**src/rtl/cpu_pkg.sv**
```systemverilog
`default_nettype none
// ============================================================================
//  Module      : cpu_pkg
//  Description : Shared constants and types for the 16-bit bus-based CPU:
//                word width, register count, ALU operation codes, opcodes
//                and control-FSM state encodings.
//  Revision    : 1.0 - initial release
// ============================================================================
package cpu_pkg;

    localparam int WORD = 16;
    localparam int NREG = 8;

    // ALU operation select, presented on alu_op
    localparam logic [1:0] ALU_NOP = 2'b00;
    localparam logic [1:0] ALU_ADD = 2'b01;
    localparam logic [1:0] ALU_SUB = 2'b10;

    // Opcodes held in IR[15:12]
    localparam logic [3:0] OP_MV  = 4'b0000;
    localparam logic [3:0] OP_MVI = 4'b0001;
    localparam logic [3:0] OP_ADD = 4'b0010;
    localparam logic [3:0] OP_SUB = 4'b0011;

    // Control FSM states
    typedef enum logic [1:0] {
        S_IDLE = 2'd0,
        S_T1   = 2'd1,
        S_T2   = 2'd2,
        S_T3   = 2'd3
    } state_e;

    // Only the four lowest opcodes are implemented
    function automatic logic is_legal(input logic [3:0] op);
        return (op[3:2] == 2'b00);
    endfunction

endpackage : cpu_pkg
`default_nettype wire

```
**src/rtl/cpu_ctrl_dec3to8.sv**
```systemverilog
`default_nettype none
// ============================================================================
//  Module      : dec3to8
//  Description : 3-bit to 8-bit one-hot decoder with enable. Output is all
//                zeros when disabled.
//  Revision    : 1.0 - initial release
// ============================================================================
module dec3to8 (
    input  logic       en_i,
    input  logic [2:0] sel_i,
    output logic [7:0] onehot_o
);

    // One-hot decode of the selected register index
    always_comb begin
        onehot_o = 8'b0;
        if (en_i) begin
            onehot_o = 8'b1 << sel_i;
        end
    end

endmodule : dec3to8
`default_nettype wire

```
**src/rtl/cpu_ctrl.sv**
```systemverilog
`default_nettype none
// ============================================================================
//  Module      : cpu_ctrl
//  Description : Control-unit FSM for the 16-bit bus-based CPU. Latches an
//                instruction, then sequences MV / MVI / ADD / SUB by driving
//                bus sources, bus sinks and the ALU operation select.
//                Optional macro CTRL_ERR_EN adds a sticky err output that
//                flags execution of an illegal opcode.
//  Revision    : 1.0 - initial release
// ============================================================================
module cpu_ctrl
    import cpu_pkg::*;
(
    input  logic            clk,
    input  logic            resetn,
    input  logic            run,
    input  logic [WORD-1:0] instr,
    output logic            ir_load,
    output logic [NREG-1:0] r_out,
    output logic [NREG-1:0] r_in,
    output logic            din_out,
    output logic            a_in,
    output logic            g_in,
    output logic            g_out,
    output logic [1:0]      alu_op,
    output logic            done
`ifdef CTRL_ERR_EN
    ,
    output logic            err
`endif
);

    state_e          state_q;
    logic [WORD-1:0] ir_q;

    logic [3:0]      opcode;
    logic [7:0]      rx_oh;
    logic [7:0]      ry_oh;
    logic            unused_ir_lo;

    assign opcode       = ir_q[15:12];
    assign unused_ir_lo = ^ir_q[5:0];

    dec3to8 u_dec_rx (
        .en_i     (1'b1),
        .sel_i    (ir_q[11:9]),
        .onehot_o (rx_oh)
    );

    dec3to8 u_dec_ry (
        .en_i     (1'b1),
        .sel_i    (ir_q[8:6]),
        .onehot_o (ry_oh)
    );

    // State register and instruction register; IR only loads from IDLE
    always_ff @(posedge clk or negedge resetn) begin
        if (!resetn) begin
            state_q <= S_IDLE;
            ir_q    <= '0;
        end else begin
            case (state_q)
                S_IDLE: begin
                    if (run) begin
                        ir_q    <= instr;
                        state_q <= S_T1;
                    end
                end
                S_T1: begin
                    if (opcode == OP_ADD || opcode == OP_SUB) begin
                        state_q <= S_T2;
                    end else begin
                        state_q <= S_IDLE;
                    end
                end
                S_T2:    state_q <= S_T3;
                S_T3:    state_q <= S_IDLE;
                default: state_q <= S_IDLE;
            endcase
        end
    end

    // Control decode of (state, IR). Reset forces IDLE asynchronously, so
    // only ir_load (which also depends on run) needs explicit gating.
    always_comb begin
        ir_load = 1'b0;
        r_out   = '0;
        r_in    = '0;
        din_out = 1'b0;
        a_in    = 1'b0;
        g_in    = 1'b0;
        g_out   = 1'b0;
        alu_op  = ALU_NOP;
        done    = 1'b0;
        case (state_q)
            S_IDLE: begin
                ir_load = run & resetn;
            end
            S_T1: begin
                case (opcode)
                    OP_MV: begin
                        r_out = ry_oh;
                        r_in  = rx_oh;
                        done  = 1'b1;
                    end
                    OP_MVI: begin
                        din_out = 1'b1;
                        r_in    = rx_oh;
                        done    = 1'b1;
                    end
                    OP_ADD, OP_SUB: begin
                        r_out = rx_oh;
                        a_in  = 1'b1;
                    end
                    // Illegal opcode: complete without touching the bus
                    default: done = 1'b1;
                endcase
            end
            S_T2: begin
                r_out  = ry_oh;
                g_in   = 1'b1;
                alu_op = (opcode == OP_SUB) ? ALU_SUB : ALU_ADD;
            end
            S_T3: begin
                g_out = 1'b1;
                r_in  = rx_oh;
                done  = 1'b1;
            end
            default: ;
        endcase
    end

`ifdef CTRL_ERR_EN
    logic err_q;

    // Sticky illegal-opcode flag, cleared only by reset
    always_ff @(posedge clk or negedge resetn) begin
        if (!resetn) begin
            err_q <= 1'b0;
        end else if (state_q == S_T1 && !is_legal(opcode)) begin
            err_q <= 1'b1;
        end
    end

    assign err = err_q;
`endif

endmodule : cpu_ctrl
`default_nettype wire

```
**config.mk**
```make
export PLATFORM = sky130hd
export DESIGN_NAME = cpu_ctrl
export DESIGN_NICKNAME = d
export VERILOG_FILES = /design/src/rtl/cpu_pkg.sv /design/src/rtl/cpu_ctrl_dec3to8.sv /design/src/rtl/cpu_ctrl.sv
export SDC_FILE = /design/constraint.sdc
export NUM_CORES = 1
export LEC_CHECK = 0
export ABC_CLOCK_PERIOD_IN_PS = 2000
export BUFFER_PORTS_ARGS = -buffer_cell sky130_fd_sc_hd__buf_2
export CAP_MARGIN = 10
export CORE_UTILIZATION = 31
export DETAILED_ROUTE_END_ITERATION = 10
export PLACE_DENSITY_LB_ADDON = 0.3
export SLEW_MARGIN = 20
export SYNTH_ARGS = -nofsm -noshare
export SYNTH_HDL_FRONTEND = slang
export SYNTH_SLANG_ARGS = --single-unit
```
**constraint.sdc**
```tcl
create_clock -name clk -period 2 [get_ports clk]
set_input_delay 0.1 -clock clk [delete_from_list [all_inputs] [get_ports clk]]
set_output_delay 0.1 -clock clk [all_outputs]
set_load 0.01 [all_outputs]
```
== Yosys cells after proc, flatten, opt, wreduce, memory -nomap -nowiden ==
Cells that the tools add are included.

* Register bits after elaboration: 18
* Bits of input ports: 19
* Output and inout bits: 24
* Logic and storage cells: 36

* Eq/ne operators: 7
* Shift-type cells: 2
* Multiplexer cells: 18
* Bitwise gates (word level): 1
* Reductions and logical operators: 6

{| class="wikitable"
|+ Operator list
! kind !! number
|-
| 8-bit case mux with 2 select lines || 3
|-
| 1-bit by 3-bit << shifter with 8-bit output, first input constant || 2
|-
| 4-bit by 2-bit equality test with 1-bit output, second input constant || 2
|-
| 1-bit 2-to-1 mux || 8
|-
| 2-bit 2-to-1 mux || 4
|-
| 8-bit 2-to-1 mux || 1
|-
| 2-bit case mux with 4 select lines || 1
|-
| 2-bit equality test, second input constant || 2
|-
| 4-bit by 1-bit equality test with 1-bit output, second input constant || 1
|-
| 4-bit zero test || 1
|-
| 2-bit OR reduction || 2
|-
| 2-bit by 1-bit equality test with 1-bit output, second input constant || 1
|-
| 2-bit zero test || 1
|-
| 2-bit != test, second input constant || 1
|-
| 1-bit case mux with 2 select lines || 1
|-
| 2-bit AND reduction || 1
|-
| 1-bit bitwise AND || 1
|-
| 1-bit logical OR || 1
|}

== Depth between registers and ports, before layout ==
* Word-level depth: 4
* Depth in mapped cells: 6
* Depth with buffers taken out: 6

== By module ==
A second synthesis with hierarchy kept.

* Cell total of the unflattened synthesis: 86
* Area, all modules: 955.9 µm²

{| class="wikitable"
|+ Modules (own cells, without submodules)
! module !! times used !! cells each !! area each (µm²) !! sequential area each (µm²)
|-
| cpu_ctrl || 1 || 70 || 765.7 || 300.3
|-
| dec3to8 || 2 || 8 || 95.1 || 0.0
|}

== Least setup slack after synthesis ==
Ideal clock, no wire load.

* Path kind: flip-flop to output port
* From: reg state_q[0]
* To: out r_out[1]
* Arrival time: 1532 ps
* Data required time: 1900 ps
* Slack: 368 ps
* Cell stages (with the launch flop): 7
* Path buffers: 1
* Cells stage by stage: dfrtp_1 > inv_1 > ha_1 > clkbuf_1 > nor4bb_1 > a31oi_1 > a21boi_1

* Word-level cells in the longest chain between the ends: 2
* Elaborated cells on any way between the ends: 3
* Those cells by class: eq/ne (2); mux (1)

{| class="wikitable"
|+ Ends and longest elaborated chain
! item !! line !! source
|-
| start, declared || cpu_ctrl.sv:33 || <nowiki>state_e state_q;</nowiki>
|-
| start signal, assigned || cpu_ctrl.sv:59 || <nowiki>state_q <= S_IDLE;</nowiki>
|-
| start signal, assigned || cpu_ctrl.sv:66 || <nowiki>state_q <= S_T1;</nowiki>
|-
| start signal, assigned || cpu_ctrl.sv:71 || <nowiki>state_q <= S_T2;</nowiki>
|-
| 2-bit equality test or 2-bit by 1-bit equality test with 1-bit output (tied branches) || cpu_ctrl.sv:95 || <nowiki>case (state_q)</nowiki>
|-
| 8-bit case mux with 2 select lines * || cpu_ctrl.sv:95 ||
|-
| end, declared || cpu_ctrl.sv:19 || <nowiki>output logic [NREG-1:0] r_out,</nowiki>
|}

Every way passes the cells marked *; elsewhere a longest branch is shown, timed or not.

==> results list <==
* Area of all placed cells without fillers: 1280 um^2
* Area after DPL: between 1000 and 1500 um^2
* Hold Violations, Final: 0
- The most used flip-flop cell after synthesis is sky130_fd_sc_hd__dfrtp_1.
- X dimension of the die: between 50 and 60 um
- Total number of H-tree levels: 1
- For this run, the total global-route usage over all layers was measured as 0.142.
- The portion of synthesized area spent on multiplexers is 0.126.
* Count of pins on the block boundary: 43
- Remaining number of nets flagged by the antenna check after routing: 0
* Setup repair after global routing missed its margin: false
* Largest fanout on the critical path: 5
- The tree is rooted in a sky130_fd_sc_hd__clkbuf_4.
* Layout-stage area growth over the synthesis result: 31.4%
- Total Nets Final: between 150 and 200
- Initial cell density of the core: 0.340
* Failing checks: design-rule violations
* Distinct cell type count after synthesis: 33
- Type of origin of the critical path: flop
* Die height: roughly 58 um
- Pin count of the biggest net entering global routing: 15
* Placer's final routability congestion estimate: 0.746
- When the netlist entered floorplanning its net count stood at 124.
- Row generation in the floorplan step produced 19 rows.
* Number of antenna violations at the first check in global routing: 0
* Filler cell count in the final layout: 296
- Class of the tightest hold or removal check: input pin to flop
* Number of buffers on the longest clock path: 2
- After synthesis the netlist holds a flip-flop and latch count of 12.
* DIE AREA: 3360 um^2
* Ratio of total power to cell area: 1320 nW/um^2
- In this run the static leakage power is 0.602 nW.
- After synthesis the cells add up to 971 um^2.
- Post-Synth XOR/XNOR Area: 0
- Summing internal, switching and leakage power gives 1.68 mW.
* Global route total overflow: 0
- At the pin with the least slew margin, the transition time is 0.448 ns.
* Mean post-synth cell area: 9.61 um^2
- In this run the tool buffered the top-level ports with 36 buffer cells.
* Post-Syn Instances: 101
* Critical path class: flop to output pin
- Post-Route Skew: 0.00106 ns
* Crit path required time: 1.90 ns
- After routing, the total negative slack on setup checks comes to 0 ns.
- Yosys printed 0 warnings.
* Number of sinks driven by the clock tree: 12
* Number of detailed-route iterations in the first pass: 7
* Sequential cell area fraction in the yosys report: 0.309
- Fraction of layout cells with a size suffix above 1: 0.437
- Core Footprint: 2850 um^2
- Final WL: 2400 um
- DRT iter0 DRCs: 42
- Synth Area in Simple Gates: 0.287
* Peak supply drop: 0.575 mV
* Number of global-route vias before repair: 806
- Insertion delay to the later sink of the worst-skew pair: 0.26 ns
* Total of max-cap violations: 0
- The first global-routing pass estimated 3750 um of wire.
- Derived from the worst setup path, the maximum achievable clock frequency is 522 MHz.
- Buffers inserted during clock tree synthesis total 3.
- Critical path endpoint category: output pin
- Final setup vio count: 0
- TritonCTS clock tree: built
- Crit share post-route: 0.957
- Compound-Gate Fraction of Synth Area: 0.177
- The synthesized design contains 0 enable-type register cells.
- Data arrival time at the worst-slack endpoint: between 1.5 and 2 ns
* Largest family of logic cells by synthesized area: simple AND/OR/NAND/NOR gates
* Outcome: finished, violations left
- Of the total synthesized cell area, the portion taken by full adders, half adders and majority gates is 0.0515.
- Summing over every cut layer, the via total after detailed routing is 922.
* Placed wire-length estimate: 1800 um
- Minimum clock period after layout: 1.91 ns
- After clock tree synthesis, the clock-pin slew on the worst setup and hold paths is 0.07 ns.
- Using the TritonRoute via totals, the vias-per-cell ratio works out to 5.33.
* Wire length per cell: 13.9 um
* Antenna diode count: 0
- Slew Limit Headroom: 0.701
* Fraction of registers with async set or reset after synthesis: 1.00
- In the routed design, unresolved DRC markers number 3.
- The count of pins over their slew limit is 0.
-- stage by stage --
step                instances  hold WS [ns]   util  setup WS (ns)
floorplan                 101        -0.196      -          0.368
global placement          165      -0.00485  0.414          0.269
detailed placement        165      -0.00265  0.414          0.244
CTS                       169        0.0704  0.428        0.00474
global route              173        0.0704  0.447        0.00112
finish                    173        0.0680  0.447         0.0856
-- path summary, 6_finish.rpt --
path	cells after the start	slack (ns)	start	endpoint
min	2	0.07	instr[12]	ir_q[12]
min in group asynchronous	2	0.25	resetn	ir_q[13]
max	7	0.09	flop	r_out[5]
max reg2reg	5	0.31	flop	ir_q[8]
min reg2reg	1	0.64	ir_q[14]	ir_q[14]
max in group asynchronous	2	1.53	resetn	asynchronous set/reset pin
-- power breakdown --
part	internal (mW)	total (mW)	switching, mW
clock network	0.0693	0.141	0.0714
logic	0.498	0.923	0.425
registers	0.365	0.619	0.254
total	0.932	1.68	0.751
-- cell families after synthesis --
logic type | count (synthesis)
simple gates | 41
compound gates | 22
flops | 12
buf+inv | 11
mux | 11
fa+ha+maj | 4
-- registers in the layout, summed over array words and instances (netlist names), named ones only --
name / flops
state_q: 1
ir_q: 10
-- final cells by class --
type | count | area, um^2 | area share
Clock buffer | 3 | 22.5 | 0.0176
Inverter | 6 | 22.5 | 0.0176
Multi-Input combinational cell | 78 | 653 | 0.512
Sequential cell | 12 | 300 | 0.235
Tap cell | 31 | 38.8 | 0.0304
Timing Repair Buffer | 43 | 239 | 0.187
-- synth_stat cells, drive strengths merged (2+ instances only) --
library cell  instances  area, um^2
nand3                 2        10.0
nand2                 2        7.51
nand2b                2        12.5
a32oi                 3        26.3
or3                   5        31.3
nor4b                 3        32.5
mux2                 10         113
o21bai                2        26.3
a31oi                 5        31.3
ha                    4        50.1
inv                   6        22.5
and2                  2        12.5
and4b                 2        20.0
and3                  2        12.5
nor2b                 2        12.5
nor4bb                4        40.0
buf                   3        17.5
clkbuf                2        7.51
nor2                 10        37.5
nor3                  3        15.0
a21boi                8        60.1
dfrtp                12         300
-- layer usage --
metal	global-route usage	vias to the layer above	wire, um
li1	-	460	-
met2	0.246	19	1190
met4	0.0204	0	16
met3	0.0156	2	105
met1	0.196	441	1090
met5	0	-	0
-- placed cells by master (no fill, tap or decap), drive strengths merged, types with 2 or more instances in the layout --
cell / count
and4b: 2
mux2: 10
nor4bb: 4
o21bai: 2
nand3: 2
nor3: 3
clkbuf: 3
dfrtp: 12
a21boi: 8
or3: 5
nor2: 10
and2: 2
nand2b: 2
ha: 4
a32oi: 3
nand2: 2
inv: 6
nor4b: 3
and3: 2
nor2b: 2
a31oi: 5
buf: 42
-- repair_timing --
| item | in CTS | in global routing |
|---|---|---|
| setup endpoints to repair | 6 | 13 |
| setup buffers | 0 | 3 |
| gates resized for setup | 1 | 8 |
| cloned | 0 | 1 |
| hold endpoints to repair | 12 | 0 |
| hold buffers | 1 | 0 |
-- worst max-delay path, stage by stage (launching register included) --
cell and delay [ns]:
sky130_fd_sc_hd__dfrtp_1 0.41, sky130_fd_sc_hd__inv_2 0.10, sky130_fd_sc_hd__ha_4 0.16, sky130_fd_sc_hd__nor4b_4 0.29, sky130_fd_sc_hd__buf_4 0.22, sky130_fd_sc_hd__a31oi_1 0.09
sky130_fd_sc_hd__a21boi_1 0.14, sky130_fd_sc_hd__buf_2 0.15
Power figures use the tool's default switching activity.
